`config.mk`:
```
export PLATFORM = sky130hd
export DESIGN_NAME = softmax_max_subtract
export DESIGN_NICKNAME = d
export VERILOG_FILES = /design/src/rtl/softmax_pkg.sv /design/src/rtl/softmax_vec_buffer.sv /design/src/rtl/softmax_max_subtract.sv
export SDC_FILE = /design/constraint.sdc
export NUM_CORES = 1
export LEC_CHECK = 0
export CORE_UTILIZATION = 57
export DETAILED_ROUTE_END_ITERATION = 6
export DONT_BUFFER_PORTS = 1
export PLACE_DENSITY = 0.75
export SLEW_MARGIN = 40
export SYNTH_ARGS = -nofsm -noshare
export SYNTH_HDL_FRONTEND = slang
export SYNTH_SLANG_ARGS = --single-unit
```
`constraint.sdc`:
```
create_clock -name clk -period 2.91 [get_ports clk]
set_clock_uncertainty 0.05 [all_clocks]
set_input_delay 0.4365 -clock clk [delete_from_list [all_inputs] [get_ports clk]]
set_output_delay 0.4365 -clock clk [all_outputs]
set_load 0.02 [all_outputs]
```
`src/rtl/softmax_pkg.sv`:
```
// Shared types and helpers for the pseudo-softmax datapath.
package softmax_pkg;

    // Default logit width used by the datapath stages.
    localparam int DATA_WIDTH_DEF = 8;

    // Operand width of the signed compare helper; callers sign-extend into it.
    localparam int CMP_W = 32;

    // The max/subtract stage either collects a vector or replays it.
    typedef enum logic {
        FILL  = 1'b0,
        DRAIN = 1'b1
    } state_e;

    // Signed strict greater-than. Ties return 0, so the earliest maximum is kept.
    function automatic logic signed_gt(input logic signed [CMP_W-1:0] a,
                                       input logic signed [CMP_W-1:0] b);
        return a > b;
    endfunction

endpackage

```
`src/rtl/softmax_vec_buffer.sv`:
```
// Element store for one vector: a single write port and a combinational read port.
// Storage has no reset. Entries are always written before they are read.
module softmax_vec_buffer #(
    parameter int DATA_WIDTH = 8,
    parameter int VEC_LEN    = 8,
    parameter int IDX_WIDTH  = $clog2(VEC_LEN)
) (
    input  logic                  clk,
    input  logic                  i_we,
    input  logic [IDX_WIDTH-1:0]  i_waddr,
    input  logic [DATA_WIDTH-1:0] i_wdata,
    input  logic [IDX_WIDTH-1:0]  i_raddr,
    output logic [DATA_WIDTH-1:0] o_rdata
);

    logic [DATA_WIDTH-1:0] r_mem [VEC_LEN];

    // Write the accepted element into its slot.
    always_ff @(posedge clk) begin
        if (i_we) begin
            r_mem[i_waddr] <= i_wdata;
        end
    end

    assign o_rdata = r_mem[i_raddr];

endmodule

```
`src/rtl/softmax_max_subtract.sv`:
```
// Collects one vector of signed logits, tracks its maximum, then replays
// each element as the unsigned offset (max - x_i) together with its index.
module softmax_max_subtract
    import softmax_pkg::*;
#(
    parameter int DATA_WIDTH = DATA_WIDTH_DEF,
    parameter int VEC_LEN    = 8,
    parameter int IDX_WIDTH  = $clog2(VEC_LEN)
) (
    input  logic                  clk,
    input  logic                  rst_n,
    input  logic                  in_valid,
    output logic                  in_ready,
    input  logic [DATA_WIDTH-1:0] in_data,
    output logic                  out_valid,
    input  logic                  out_ready,
    output logic [DATA_WIDTH-1:0] out_data,
    output logic [IDX_WIDTH-1:0]  out_idx,
    output logic                  out_last,
    output logic [DATA_WIDTH-1:0] vec_max
);

    localparam logic [IDX_WIDTH-1:0] LAST_IDX = IDX_WIDTH'(VEC_LEN - 1);

    state_e                        r_state;
    state_e                        w_next_state;
    logic                          r_in_ready;
    logic [IDX_WIDTH-1:0]          r_wr_cnt;
    logic [IDX_WIDTH-1:0]          r_rd_cnt;
    logic signed [DATA_WIDTH-1:0]  r_max;

    logic signed [DATA_WIDTH-1:0]  w_in_s;
    logic [DATA_WIDTH-1:0]         w_rd_data;
    logic [DATA_WIDTH:0]           w_diff;
    logic                          w_accept;
    logic                          w_out_fire;
    logic                          w_wr_last;
    logic                          w_rd_last;
    logic                          w_new_max;

    assign w_in_s     = in_data;
    assign w_accept   = in_valid && r_in_ready;
    assign w_out_fire = out_valid && out_ready;
    assign w_wr_last  = (r_wr_cnt == LAST_IDX);
    assign w_rd_last  = (r_rd_cnt == LAST_IDX);
    assign w_new_max  = signed_gt(CMP_W'(w_in_s), CMP_W'(r_max));

    // Offset taken one bit wider so max - min of the full signed range cannot wrap.
    assign w_diff = {r_max[DATA_WIDTH-1], r_max} - {w_rd_data[DATA_WIDTH-1], w_rd_data};

    softmax_vec_buffer #(
        .DATA_WIDTH (DATA_WIDTH),
        .VEC_LEN    (VEC_LEN),
        .IDX_WIDTH  (IDX_WIDTH)
    ) u_buf (
        .clk     (clk),
        .i_we    (w_accept),
        .i_waddr (r_wr_cnt),
        .i_wdata (in_data),
        .i_raddr (r_rd_cnt),
        .o_rdata (w_rd_data)
    );

    // State register.
    always_ff @(posedge clk or negedge rst_n) begin
        if (!rst_n) begin
            r_state <= FILL;
        end else begin
            r_state <= w_next_state;
        end
    end

    // Next state: leave FILL on the last accept, leave DRAIN on the last handshake.
    always_comb begin
        w_next_state = r_state;
        case (r_state)
            FILL:    if (w_accept && w_wr_last)   w_next_state = DRAIN;
            DRAIN:   if (w_out_fire && w_rd_last) w_next_state = FILL;
            default: w_next_state = FILL;
        endcase
    end

    // Outputs: offsets are presented only while draining, zero otherwise.
    always_comb begin
        out_valid = (r_state == DRAIN);
        out_data  = out_valid ? w_diff[DATA_WIDTH-1:0] : '0;
        out_idx   = out_valid ? r_rd_cnt : '0;
        out_last  = out_valid && w_rd_last;
        vec_max   = r_max;
    end

    assign in_ready = r_in_ready;

    // in_ready is registered; it stays low for the first edge out of reset.
    always_ff @(posedge clk or negedge rst_n) begin
        if (!rst_n) begin
            r_in_ready <= 1'b0;
        end else begin
            r_in_ready <= (w_next_state == FILL);
        end
    end

    // Write counter and running maximum; the first element seeds the max.
    always_ff @(posedge clk or negedge rst_n) begin
        if (!rst_n) begin
            r_wr_cnt <= '0;
            r_max    <= '0;
        end else if (w_accept) begin
            r_wr_cnt <= w_wr_last ? '0 : r_wr_cnt + IDX_WIDTH'(1);
            if (r_wr_cnt == '0 || w_new_max) begin
                r_max <= w_in_s;
            end
        end
    end

    // Read counter advances on each downstream handshake.
    always_ff @(posedge clk or negedge rst_n) begin
        if (!rst_n) begin
            r_rd_cnt <= '0;
        end else if (w_out_fire) begin
            r_rd_cnt <= w_rd_last ? '0 : r_rd_cnt + IDX_WIDTH'(1);
        end
    end

endmodule

```
==> qor.yml <==
layout:
  syn_to_final_growth_pct: 15.7
  fillers: 432
  final_util: 0.679
  n_antenna_cell: 0
  final_cell_area_um2: 4290
  regArea_um2: 2320
  multi_input_area_um2: 1370
  finalNonFillerCells: 348
  nets: 300
  drive_gt1_frac: 0.321
drt:
  wl_met3_um: 517
  firstDrtPassIters: 4
  final_antenna_net_count: 0
  vias: 2105
  top_layer: "met4"
  wl_met1_mm: 2.85
  drt_iter0_drc: 121
  wl_met2_mm: 3.84
  wl_per_cell_um: 21.0
  wl_mm: 7.31
  drcViolationCount: 0
  vias_per_cell: 6.05
synth:
  synthCells: 230
  syn_nets: 264
  ys_types: 37
  ys_ff_latch: 80
  yosysSeqAreaShare: 0.627
  synth_area_um2: 3700
  synth_area_per_cell_um2: 16.1
  yosys_warnings: 0
timing:
  min_period_ns: 3.42
  worst_pin_slew_ns: 0.536
  drv_slew: 0
  max_freq_mhz: 292
  rsz0062_at_grt: "true"
  maxSlewHeadroom: 0.642
  setup_slack_ns: -0.512
  fin_crit_sh: 1.18
  hold_viol_final: 0
  setup_viol: 7
cts:
  cts_sinks: 80
  cts_buffers: 9
  clockBufferDepth: 2
  cts_tree: "done"
  htree_num_levels: 3
  clkTransAtPathRegs_ns: 0.09
  clock_latency_ns: 0.35
  cts_root_buf: "clkbuf_8"
setup_path:
  r2r_end: "vec_max[5]$_DFFE_PN0P_"
  r2r_start: "vec_max[1]$_DFFE_PN0P_"
  crit_fanout: 7
  reg2reg_depth: 7
  rrSetupSlack_ns: 0.43
  cp.required_ns: 2.42
  startpoint_type: "flip-flop"
  crit_path_end_kind: "output port"
  critPathKind: "reg2out"
  cp-startpoint: "r_rd_cnt[0]$_DFFE_PN0P_"
  worstPathArrival_ns: 2.94
min_path:
  min_from: "in_data[6]"
  holdPathStages: 0
  hold_class: "in2reg"
  hold_end: "u_buf.r_mem[5][6]$_DFFE_PP_"
placed_design:
  io_buffers: 0
  dp_hpwl_mm: 5.10
  dpl_cell_area_um2: 4030
  place.gp.congestion: 0.876
  dp_cells: 328
global_route:
  grt_max_degree: 17
  grt_pass1_wl_mm: 11.3
  grt.overflow.total: 0
  first_global_vias: 2157
  grtUsageTotal: 0.246
  antenna_found_initial: 0
power_and_ir_drop:
  p_leak_nw: 1.66
  ir_drop_mv: 1.06
  pwr_density_cell_nw_per_um2: 1240
floorplan:
  die_area_um2: 6830
  start_util: 0.587
  die_x_um: 82.6
  die_height_um: 82.6
  core-area_um2: 6310
  io_pins: 34
  fp-row-count: 29
status:
  violations: "negative setup slack"
  status: "complete, but fails checks"
flow_run:
  drv_cap: 0
placed cells by master, fill, tap and decap left out, types with 3 or more instances in the layout:
cell      count
clkbuf_8      9
mux2i_1       8
a21o_1        5
inv_1        16
and2_1        4
buf_4        26
ha_1         20
nor2_1        7
nand3_1       3
a21oi_1       5
o21a_1        3
inv_6         4
mux4_1        3
dfrtp_1      16
nor3_1        6
edfxtp_1     64
mux2_2       11
mux4_2       13
nand2_1       5
layer usage:
metal,up-vias,track usage
li1,964,-
met1,1063,0.288
met2,66,0.428
met3,12,0.0714
met4,0,0.0966
met5,-,0
cell families after synthesis:
family	count (synthesis)	synth area share
buf+inv	23	0.0270
simple gates	39	0.0527
fa+ha+maj	22	0.0763
mux	37	0.161
flops	80	0.627
compound gates	25	0.0466
xor+xnor	4	0.00946
worst max-delay path by stage:
stage	endpoint	slack [ns]	cells past startpoint
2_1_floorplan	out_data[5]	-0.14	10
3_5_place_dp	out_data[6]	-0.16	11
5_1_grt	out_data[5]	-0.64	9
4_1_cts	out_data[5]	-0.54	9
6_report	out_data[6]	-0.51	11
3_3_place_gp	out_data[6]	-0.09	9
cell type report:
| type | count | share of cell area |
|---|---|---|
| sequential | 80 | 0.542 |
| multi-input combinational | 127 | 0.319 |
| timing repair buffer | 31 | 0.0589 |
| clock buffer | 9 | 0.0289 |
| tap | 77 | 0.0225 |
| inverter | 17 | 0.0149 |
| clock inverter | 7 | 0.0140 |
where the power goes:
part	switching [mW]	internal, mW	total, mW	leakage, nW
clock	0.429	0.328	0.757	0.0969
combinational	1.43	1.42	2.85	0.798
sequential	0.277	1.45	1.72	0.767
total	2.13	3.20	5.33	1.66
sequential cells by signal, summed over array words and instances, names as in the netlist:
| register | count |
|---|---|
| r_wr_cnt | 3 |
| out_valid | 1 |
| u_buf.r_mem | 64 |
| vec_max | 8 |
| in_ready | 1 |
| r_rd_cnt | 3 |
Yosys cell counts:
cell	instances	area, um^2
o211ai_1	1	7.51
o21ai_0	2	10.0
or3_1	1	6.26
o21ai_2	1	8.76
inv_1	17	63.8
buf_2	2	10.0
nand4_1	2	12.5
o32ai_1	1	8.76
nand3_1	3	15.0
nor3_1	8	40.0
a21oi_1	6	30.0
nor4_1	2	12.5
ha_1	21	263
a311o_1	1	10.0
o31a_1	1	8.76
mux2_2	12	135
nand2b_1	2	12.5
a211oi_1	1	7.51
o22ai_1	1	6.26
edfxtp_1	64	1920
dfrtp_1	16	400
buf_6	1	11.3
nand2_1	5	18.8
clkbuf_1	2	7.51
buf_4	1	7.51
nor2_1	9	33.8
a31oi_1	1	6.26
mux2i_1	9	90.1
mux4_1	3	78.8
fa_1	1	20.0
a21o_1	5	37.5
mux4_2	13	293
o2111ai_1	1	8.76
o21a_1	3	22.5
xnor2_1	4	35.0
and2_1	5	31.3
nor2b_1	2	12.5
stage by stage:
stage	setup slack, ns	total power, mW	setup TNS [ns]	hold slack (ns)
5_1_grt	-0.637	5.67	-3.23	0.0993
3_3_place_gp	-0.0944	4.32	-0.242	0.0912
6_report	-0.512	5.33	-2.46	0.128
3_5_place_dp	-0.155	4.41	-0.453	0.0911
2_1_floorplan	-0.144	3.63	-0.430	0.0909
4_1_cts	-0.542	5.29	-2.66	0.110
worst max-delay path: stages, from the launching register on:
cell	delay, ns
dfrtp_1	0.40
buf_12	0.15
mux4_2	0.49
mux2_4	0.30
ha_4	0.17
inv_2	0.06
fa_2	0.21
a21o_1	0.11
a21o_1	0.15
a21oi_2	0.07
mux2i_1	0.11
a311o_1	0.37
timing repair:
item / 4_1_cts / 5_1_grt
setup buffers: 2 / 1
hold endpoints to repair: 16 / 16
hold buffers: 1 / 1
cloned: 0 / 0
pin swaps: 0 / 1
endpoints found under the setup margin: 7 / 7
resized for setup: 5 / 3
Note: power is estimated with default switching activity, not from simulation.
